[src/rtl/traffic_light_timed_controller.sv]
// -----------------------------------------------------------------------------
// traffic_light_timed_controller
//
// Two-road (main/side) intersection sequencer. It provides programmable phase
// durations counted in `tick` units, all-red clearance before each green, a
// latched side-road request, and a night flashing mode. Main green is the
// resting phase. It is left only when a side request is pending and at least
// MAIN_GREEN_T ticks have elapsed.
//
// Parameters
//   CNT_W         phase timer width; every duration must be <= 2**CNT_W
//   MAIN_GREEN_T  minimum main-green duration (ticks)
//   SIDE_GREEN_T  side-green duration (ticks)
//   YELLOW_T      yellow duration for either road (ticks)
//   ALLRED_T      all-red clearance duration (ticks)
//   FLASH_T       flash half-period (ticks)
//
// Ports
//   clk          system clock, rising edge
//   rst          synchronous active-high reset
//   tick         one-cycle timing enable from a shared prescaler
//   button       side-road / pedestrian request (level or pulse)
//   flash_en     night flashing mode request
//   main_*       main-road lamps (registered)
//   side_*       side-road lamps (registered)
//   phase        current state code (0..6)
//   req_pending  latched side request not yet served
// -----------------------------------------------------------------------------
module traffic_light_timed_controller #(
  parameter int unsigned CNT_W        = 8,
  parameter int unsigned MAIN_GREEN_T = 20,
  parameter int unsigned SIDE_GREEN_T = 10,
  parameter int unsigned YELLOW_T     = 4,
  parameter int unsigned ALLRED_T     = 2,
  parameter int unsigned FLASH_T      = 5
) (
  input  logic       clk,
  input  logic       rst,
  input  logic       tick,
  input  logic       button,
  input  logic       flash_en,
  output logic       main_red,
  output logic       main_yellow,
  output logic       main_green,
  output logic       side_red,
  output logic       side_yellow,
  output logic       side_green,
  output logic [2:0] phase,
  output logic       req_pending
);

  typedef enum logic [2:0] {
    ALLRED_M    = 3'd0,
    MAIN_GREEN  = 3'd1,
    MAIN_YELLOW = 3'd2,
    ALLRED_S    = 3'd3,
    SIDE_GREEN  = 3'd4,
    SIDE_YELLOW = 3'd5,
    FLASH       = 3'd6
  } state_t;

  // Timer load value for a duration. A duration of 0 behaves like 1 tick.
  function automatic logic [CNT_W-1:0] load_val(input int unsigned dur);
    if (dur <= 1) return '0;
    return CNT_W'(dur - 1);
  endfunction

  localparam logic [CNT_W-1:0] LD_MAIN_GREEN = load_val(MAIN_GREEN_T);
  localparam logic [CNT_W-1:0] LD_SIDE_GREEN = load_val(SIDE_GREEN_T);
  localparam logic [CNT_W-1:0] LD_YELLOW     = load_val(YELLOW_T);
  localparam logic [CNT_W-1:0] LD_ALLRED     = load_val(ALLRED_T);
  localparam logic [CNT_W-1:0] LD_FLASH      = load_val(FLASH_T);

  function automatic logic [CNT_W-1:0] load_for(input state_t s);
    case (s)
      MAIN_GREEN:               return LD_MAIN_GREEN;
      MAIN_YELLOW, SIDE_YELLOW: return LD_YELLOW;
      SIDE_GREEN:               return LD_SIDE_GREEN;
      FLASH:                    return LD_FLASH;
      default:                  return LD_ALLRED;
    endcase
  endfunction

  // Lamp vector {main_red, main_yellow, main_green, side_red, side_yellow, side_green}.
  function automatic logic [5:0] lamps_for(input state_t s, input logic b);
    case (s)
      MAIN_GREEN:  return 6'b001_100;
      MAIN_YELLOW: return 6'b010_100;
      SIDE_GREEN:  return 6'b100_001;
      SIDE_YELLOW: return 6'b100_010;
      FLASH:       return {1'b0, b, 1'b0, b, 2'b00};
      default:     return 6'b100_100;
    endcase
  endfunction

  state_t           state, state_nxt;
  logic [CNT_W-1:0] timer, timer_nxt;
  logic             blink, blink_nxt;
  logic [5:0]       lamps;
  logic             expired;
  logic             enter_side;

  assign expired    = tick && (timer == '0);
  assign enter_side = (state_nxt == SIDE_GREEN) && (state != SIDE_GREEN);

  // NOTE: every always_comb output gets a default first so no path leaves it
  // unassigned, which would infer a latch.
  always_comb begin
    state_nxt = state;
    timer_nxt = timer;
    blink_nxt = blink;
    if (tick && (timer != '0)) timer_nxt = timer - 1'b1;

    if (flash_en) begin
      if (state != FLASH) begin
        // Enter flashing immediately from any phase, no clearance.
        state_nxt = FLASH;
        timer_nxt = LD_FLASH;
        blink_nxt = 1'b1;
      end else if (expired) begin
        timer_nxt = LD_FLASH;
        blink_nxt = ~blink;
      end
    end else begin
      case (state)
        ALLRED_M:    if (expired) state_nxt = MAIN_GREEN;
        // Main green rests at timer 0 until a request is pending. The next
        // tick after that is an expiry.
        MAIN_GREEN:  if (expired && req_pending) state_nxt = MAIN_YELLOW;
        MAIN_YELLOW: if (expired) state_nxt = ALLRED_S;
        ALLRED_S:    if (expired) state_nxt = SIDE_GREEN;
        SIDE_GREEN:  if (expired) state_nxt = SIDE_YELLOW;
        SIDE_YELLOW: if (expired) state_nxt = ALLRED_M;
        default:     state_nxt = ALLRED_M;  // leaving FLASH, or illegal code 7
      endcase
      if (state_nxt != state) timer_nxt = load_for(state_nxt);
    end
  end

  // NOTE: sequential state uses non-blocking assignments only, so every
  // register samples the pre-edge values regardless of statement order.
  always_ff @(posedge clk) begin
    if (rst) begin
      state       <= ALLRED_M;
      timer       <= LD_ALLRED;
      blink       <= 1'b0;
      req_pending <= 1'b0;
      lamps       <= 6'b100_100;
    end else begin
      state       <= state_nxt;
      timer       <= timer_nxt;
      blink       <= blink_nxt;
      // Set beats clear when the button is high on the SIDE_GREEN entry clock.
      req_pending <= button | (req_pending & ~enter_side);
      lamps       <= lamps_for(state_nxt, blink_nxt);
    end
  end

  assign {main_red, main_yellow, main_green, side_red, side_yellow, side_green} = lamps;
  assign phase = state;

endmodule
[config.mk]
export PLATFORM = sky130hd
export DESIGN_NAME = traffic_light_timed_controller
export DESIGN_NICKNAME = d
export VERILOG_FILES = /design/src/rtl/traffic_light_timed_controller.sv
export SDC_FILE = /design/constraint.sdc
export NUM_CORES = 1
export LEC_CHECK = 0
export CORE_UTILIZATION = 57
export DETAILED_ROUTE_END_ITERATION = 16
export PLACE_DENSITY = 0.9
export SYNTH_ARGS = -nofsm -noshare
export SYNTH_HDL_FRONTEND = slang
export SYNTH_SLANG_ARGS = --single-unit
[constraint.sdc]
create_clock -name clk -period 3.5 [get_ports clk]
set_input_delay 0.7 -clock clk [delete_from_list [all_inputs] [get_ports clk]]
set_output_delay 0.7 -clock clk [all_outputs]
set_load 0.01 [all_outputs]
After elaboration in Yosys (flattened, before gate mapping) --
Cells that the tools add are included.
Cells by class: add/subtract/negate cells 1, eq/ne operators 18, mux-type cells 20, bitwise gates (word level) 4, reductions and logical operators 8
Operator list (number):
- 8-bit 2-to-1 mux | 5
- 6-bit one-hot mux with 5 select lines | 1
- 3-bit 2-to-1 mux | 9
- 3-bit equality test, second input constant | 8
- 5-bit one-hot mux with 4 select lines | 1
- 3-bit one-hot mux with 6 select lines | 1
- 3-bit by 2-bit equality test with 1-bit output, second input constant | 4
- 3-bit by 1-bit equality test with 1-bit output, second input constant | 3
- 8-bit logical NOT | 1
- 8-bit nonzero test | 1
- 8-bit by 1-bit subtractor with 8-bit output, second input constant | 1
- 3-bit != test, second input constant | 2
- 1-bit logical AND | 4
- 3-bit logical NOT | 1
- 1-bit 2-to-1 mux | 3
- 3-bit != test | 1
- 1-bit inverter | 2
- 2-bit OR reduction | 1
- 1-bit AND | 1
- 1-bit bitwise OR | 1
Word-level totals: register bits after elaboration 19, input port bits 5, logic and storage cells 56

Longest topological paths before layout --
Gate-level depths: netlist (run 1).
depth after elaboration 12, depth in mapped cells 7, gate-level depth less buffers 6

Worst setup path after synthesis (run 1) --
Ideal clock, no wire load.
path type in2reg, start input port tick, end register lamps[5], arrival time 1.718 ns, required time 3.362 ns, path slack 1.644 ns, stages 5, buffers on the path 1, cells stage by stage nor4bb_1 -> buf_2 -> a2111oi_0 -> a311o_1 -> o221ai_1
Between the ends: word-level cells in the longest chain between the ends 8, elaborated cells on any way between the ends 17, classes of those cells eq/ne (5); mux (10); reduce/logical (2)
RTL lines:
- from (decl) | RTL line 39 | input logic tick,
- 1-bit logical AND * | RTL line 103 | assign expired = tick && (timer == '0);
- 1-bit logical AND | RTL line 129 | MAIN_GREEN: if (expired && req_pending) state_nxt = MAIN_YELLOW;
- 3-bit 2-to-1 mux | RTL line 129
- 3-bit one-hot mux with 6 select lines * | RTL line 125 | case (state)
- 3-bit 2-to-1 mux * (2 in a row) | RTL line 114 | if (flash_en) begin
- 3-bit equality test, or another cell as far along | RTL line 86 | case (s)
- 6-bit one-hot mux with 5 select lines * | RTL line 86
- to (signal assigned) | RTL line 155 | lamps <= lamps_for(state_nxt, blink_nxt);
- to (decl) | RTL line 99 | logic [5:0] lamps;
Every way passes the cells marked *; elsewhere a longest branch is shown, timed or not. The select of a mux whose other input is x is not followed. A chain may end at the register's enable or synchronous reset.

Worst setup path in the final report (run 1) --
Ends and elaborated chain as after synthesis.

==> metrics, run 1 <==
Final Wtd Congestion=0.903; fillers=between 150 and 200; worst path required time=around 3.7 ns; reg2reg path depth=6; Syn Nets=134; worst setup path class=in2reg; worst slack, placed=between 0.9 and 1 ns; H-tree levels=1; Max Fclk=432 MHz; Yosys cell types=49; Die Ht=about 46 um; starting density of the core=slightly above 60%; final worst slack=between 1 and 1.5 ns; HPWL Detailed=about 1900 um; gr ovfl total=0; sum of negative setup slack=0 ns; Hold Slack=~0.58 ns; CP Max Fanout=9; syn avg cell area=~8.6 um2; Hold EP=req_pending$_SDFF_PP0_; vias=around 1100; RR Endpoint=timer[4]$_SDFF_PP0_; total power=between 500 and 600 uW; largest net degree at the start of global routing=16; P_leak=approximately 0.45 nW; clock skew=about 0.00095 ns; Max VDD drop=~0.27 mV; initial antenna violation count=0; setup violators final=0; worst hold path stage count=2; number of nets in the layout=148; flops & latches, synth=19; crit start category=input pin; Slew HR=between 50 and 60%; post-route ant nets=0; Hold Vio Cnt, Final=0; die area=around 2100 um2; Root Driver=clkbuf_4; CTS Buffer Depth=2; Most used DFF post-synth=dfxtp_1; leading area contributor after synthesis=dfxtp_1; DR pass1 iterations=4; most frequent cell after synthesis=dfxtp_1; IO Pins=15; actual slew at the worst max-slew pin=around 0.64 ns; Pwr Density=~390 nW/um2; clock-pin slew on the worst setup and hold paths=about 0.11 ns; outcome=finished, final reports clean; fin crit share=66.1%; WL/cell=approximately 15 um; Hold Startpoint=req_pending$_SDFF_PP0_; Reg2Reg Launch Point=timer[0]$_SDFF_PP1_; unrepaired setup endpoints after global routing=no; # hold bufs at CTS=0; DRT iter0 DRCs=32; core area=1760 um2; Synth area leaders=dfxtp_1 (35%), a21oi_1 (4.1%), inv_1 (3.5%); fraction of registers with async set or reset after synthesis=0%; sequential cell area fraction in the yosys report=about a third; FP Rows=15; vias in the first global route=913; P&R area growth vs syn=17.0%; Post-synth EDFFs=0; Hold Path Class=reg2reg; top cells by count, synth=dfxtp_1 (19), inv_1 (10), a21oi_1 (9); fin. max-slew vios=0; I/O Buffers=14; post-synth top area share=35.0%; Post-CTS Setup Repair Bufs=0; GRT Util Overall=around 28%; post-cts sizing count=0; layout cell share with drive strength beyond 1=a little over a tenth; synth warn=0; clock buffer count from CTS=3; final wirelength=approximately 2500 um; r2r setup slk=between 1 and 1.5 ns; fin crit period=approximately 2.3 ns; Antenna Cells=0; clock sink count=19; Die Width=between 40 and 50 um; first-pass GRT wire length=about 4100 um; CTS tree=done; Max-Cap Viols=0; critical path data arrival time=about 2.5 ns; Post-Synthesis Cell Area=1090 um2; Worst-Skew Late Latency=roughly 0.3 ns; vias per cell=around 6.5; Post-route DRC=0; Crit. End Element=flop; Mapped Cells=between 100 and 150
-- registers in the layout (all words and copies together), names as in the netlist --
| name | count |
|---|---|
| lamps | 6 |
| req_pending | 1 |
| phase | 3 |
| timer | 8 |
| blink | 1 |
-- cell families after synthesis --
family                   Yosys count  synth area share, %
AO/OA/AOI/OAI                     40                 26.8
XOR/XNOR                           5                 4.03
flip-flops                        19                 35.0
buffers and inverters             17                 6.10
adder cells (fa/ha/maj)            2                 2.30
multiplexers                       2                 1.96
AND/OR/NAND/NOR                   42                 23.8
-- layer usage --
layer / global-route usage (%) / share of wire (%) / vias to the layer above
met3: 9.52 / 7.8 / 8
met1: 35.7 / 41 / 505
met5: 0 / 0 / -
met4: 10.9 / 1.8 / 0
li1: - / - / 510
met2: 44.3 / 49 / 56
-- layout make-up --
cell class | count | area (um2) | area share, %
Multi-Input combinational cell | 91 | 641 | 50.3
Sequential cell | 19 | 380 | 29.9
Inverter | 10 | 37.5 | 2.95
Timing Repair Buffer | 16 | 155 | 12.2
Clock buffer | 3 | 22.5 | 1.77
Tap cell | 25 | 31.3 | 2.46
Clock inverter | 1 | 5.00 | 0.393
-- how the worst max path moves through the flow --
stage / from / to / slack (ns) / depth (start not counted)
floorplan: tick / lamps[5]$_SDFF_PP1_ / 1.64 / 5
global placement: tick / lamps[5]$_SDFF_PP1_ / 1.03 / 6
detailed placement: tick / lamps[5]$_SDFF_PP1_ / 0.91 / 6
CTS: tick / lamps[5]$_SDFF_PP1_ / 1.24 / 6
global route: tick / lamps[2]$_SDFF_PP1_ / 1.07 / 6
finish: tick / lamps[5]$_SDFF_PP1_ / 1.19 / 6
-- where the power goes --
group | internal, mW | switching, mW | total (mW)
registers | 0.230 | 0.0180 | 0.248
logic | 0.0639 | 0.0755 | 0.139
clock network | 0.0427 | 0.0700 | 0.113
total | 0.337 | 0.163 | 0.500
-- stage by stage --
step / util [%] / instances / cell area (um2)
finish: 72.1 / 165 / 1270
global route: 72.1 / 165 / 1270
CTS: 72.1 / 165 / 1270
detailed placement: 70.6 / 161 / 1240
global placement: 70.6 / 161 / 1240
floorplan: - / 127 / 1090
-- critical path, stage by stage --
cell             delay [ns]
clkdlybuf4s50_1        0.50
nor4bb_1               0.19
buf_4                  0.17
a2111oi_0              0.61
a311o_1                0.22
o221ai_1               0.10
-- cell usage in the layout (no fill, tap or decap), types with 3 or more instances in the layout --
| cell | Yosys | layout |
|---|---|---|
| a211oi_1 | 4 | 4 |
| a21oi_1 | 9 | 9 |
| clkbuf_4 | 0 | 3 |
| clkdlybuf4s50_1 | 0 | 14 |
| dfxtp_1 | 19 | 19 |
| inv_1 | 10 | 10 |
| nand2_1 | 6 | 6 |
| nand4_1 | 3 | 3 |
| nor2_1 | 8 | 8 |
| nor3_1 | 3 | 3 |
| o21ai_0 | 6 | 6 |
| xnor2_1 | 4 | 4 |
(Power assumes the default switching activity.)
==> inputs of run 2 (changes only) <==
--- a/config.mk
+++ b/config.mk
@@ -5,9 +5,9 @@
 export SDC_FILE = /design/constraint.sdc
 export NUM_CORES = 1
 export LEC_CHECK = 0
-export CORE_UTILIZATION = 57
+export CORE_UTILIZATION = 48
 export DETAILED_ROUTE_END_ITERATION = 16
-export PLACE_DENSITY = 0.9
+export PLACE_DENSITY = 0.81
 export SYNTH_ARGS = -nofsm -noshare
 export SYNTH_HDL_FRONTEND = slang
 export SYNTH_SLANG_ARGS = --single-unit
==> constraint.sdc (replaced) <==
create_clock -name clk -period 1.96 [get_ports clk]
set_input_delay 0.392 -clock clk [delete_from_list [all_inputs] [get_ports clk]]
set_output_delay 0.392 -clock clk [all_outputs]
set_load 0.01 [all_outputs]
==> run 2 against run 1 <==
Setup slack worse by 1.1 ns; largest cell class unchanged; count of clock-buffer cells in the layout is 1 higher; critical endpoint is now lamps[4]$_SDFF_PP0_; wire length is 25% higher.
==> metrics, run 2 (synthesis gave the netlist of run 1 again) <==
fin crit period=between 1.5 and 2 ns; number of flip-flops in the largest register=8; most common cell after layout, fill and taps aside=buf_4; crit start category=flop; CP Max Fanout=4; DP Area=1420 um2; fillers=~170; Root Driver=clkbuf_4; Non-Filler Instances=190; Biggest register=timer; fin. max-slew vios=0; clock sink count=19; Max Fclk=between 500 and 600 MHz; Die Width=roughly 50 um; clock buffer count from CTS=3; P&R area growth vs syn=37.1%; DRT iter0 DRCs=89; post-layout utilization of the core=73.0%; Hold Path Class=reg2reg; layout cell share with drive strength beyond 1=27.6%; HPWL Detailed=around 2300 um; clock skew=about 0.014 ns; CTS tree=done; Finished Cell Area=about 1500 um2; total power=just under 1 mW; setup violators final=0; GRT Util Overall=26.3%; starting density of the core=between 50% and 60%; Die Ht=49.6 um; Antenna Cells=0; gr ovfl total=0; worst setup path class=reg2reg; actual slew at the worst max-slew pin=roughly 0.50 ns; sum of negative setup slack=0 ns; P_leak=0.563 nW; Post-CTS Setup Repair Bufs=0; largest net degree at the start of global routing=16; Slew HR=about two thirds; most frequent cells in the layout=buf_4 (25), dfxtp_1 (16), clkdlybuf4s50_1 (14); vias in the first global route=1108; fin crit share=a little over nine tenths; outcome=finished, final reports clean; number of nets in the layout=roughly 170; Pwr Density=about 660 nW/um2; worst path required time=about 2.2 ns; initial antenna violation count=0; worst slack, placed=-0.272 ns; I/O Buffers=14; Max-Cap Viols=0; final worst slack=0.0633 ns; IO Pins=15; Crit. End Element=flop; Final Wtd Congestion=around 0.9; vias per cell=6.16; CTS Buffer Depth=2; Inst Count DP=~190; first-pass GRT wire length=around 5000 um; DR pass1 iterations=4; Hold Slack=around 0.6 ns; die area=around 2500 um2; final wirelength=between 3000 and 4000 um; critical path data arrival time=2.11 ns; Worst-Skew Late Latency=about 0.31 ns; WL/cell=16.8 um; H-tree levels=1; Post-route DRC=0; vias=around 1200; Max VDD drop=0.471 mV; clock-pin slew on the worst setup and hold paths=about 0.11 ns; Hold Vio Cnt, Final=0; FP Rows=16; core area=slightly above 2000 um2; post-route ant nets=0
[run 2: area by class of cell]
| type | count | area (um2) | area share, % |
|---|---|---|---|
| inverter | 10 | 37.5 | 2.52 |
| clock buffer | 4 | 26.3 | 1.76 |
| timing repair buffer | 39 | 328 | 22.0 |
| sequential | 19 | 384 | 25.8 |
| tap | 27 | 33.8 | 2.27 |
| multi-input combinational | 91 | 681 | 45.7 |
[run 2: critical path, cell delays in order (launching register included)]
cell and delay [ns]:
dfxtp_2 0.34, inv_1 0.07, ha_1 0.19, or3b_4 0.43, nor3_4 0.27, o311ai_1 0.15, buf_4 0.15, a211oi_1 0.20
[run 2: routing by layer]
layer  up-vias  track usage, %  wire length, um
met5         -               0                0
met4         0            11.9               64
met3         9            5.25              314
met2        72            41.7             1440
met1       529            34.2             1360
li1        560               -                -
[run 2: timing repair]
action                     CTS  global route
pin swaps                    0             2
setup endpoints to repair    2             9
hold buffers                 0             0
cloned                       0             0
hold endpoints to repair     0             0
gates resized for setup      2            12
[run 2: path summary, 6_finish.rpt]
path                          start  cells after the start  slack (ns)                      to
max             timer[1]$_SDFF_PP0_                      7        0.06     lamps[4]$_SDFF_PP0_
min          req_pending$_SDFF_PP0_                      2        0.59  req_pending$_SDFF_PP0_
max reg2reg     timer[1]$_SDFF_PP0_                      7        0.06     lamps[4]$_SDFF_PP0_
min reg2reg  req_pending$_SDFF_PP0_                      2        0.59  req_pending$_SDFF_PP0_
[run 2: where the power goes]
part / total, mW / switching, mW / internal (mW) / leakage (nW)
logic: 0.333 / 0.167 / 0.166 / 0.391
clock network: 0.204 / 0.124 / 0.0794 / 0.0150
registers: 0.439 / 0.0275 / 0.412 / 0.157
total: 0.976 / 0.319 / 0.657 / 0.563
==> inputs of run 3 (changes only) <==
--- a/config.mk
+++ b/config.mk
@@ -6,6 +6,7 @@
 export NUM_CORES = 1
 export LEC_CHECK = 0
 export CORE_UTILIZATION = 48
+export CTS_CLUSTER_SIZE = 25
 export DETAILED_ROUTE_END_ITERATION = 16
 export PLACE_DENSITY = 0.81
 export SYNTH_ARGS = -nofsm -noshare
==> results of run 3 <==
The final DEF is identical to that of run 2; final timing and power are the same.
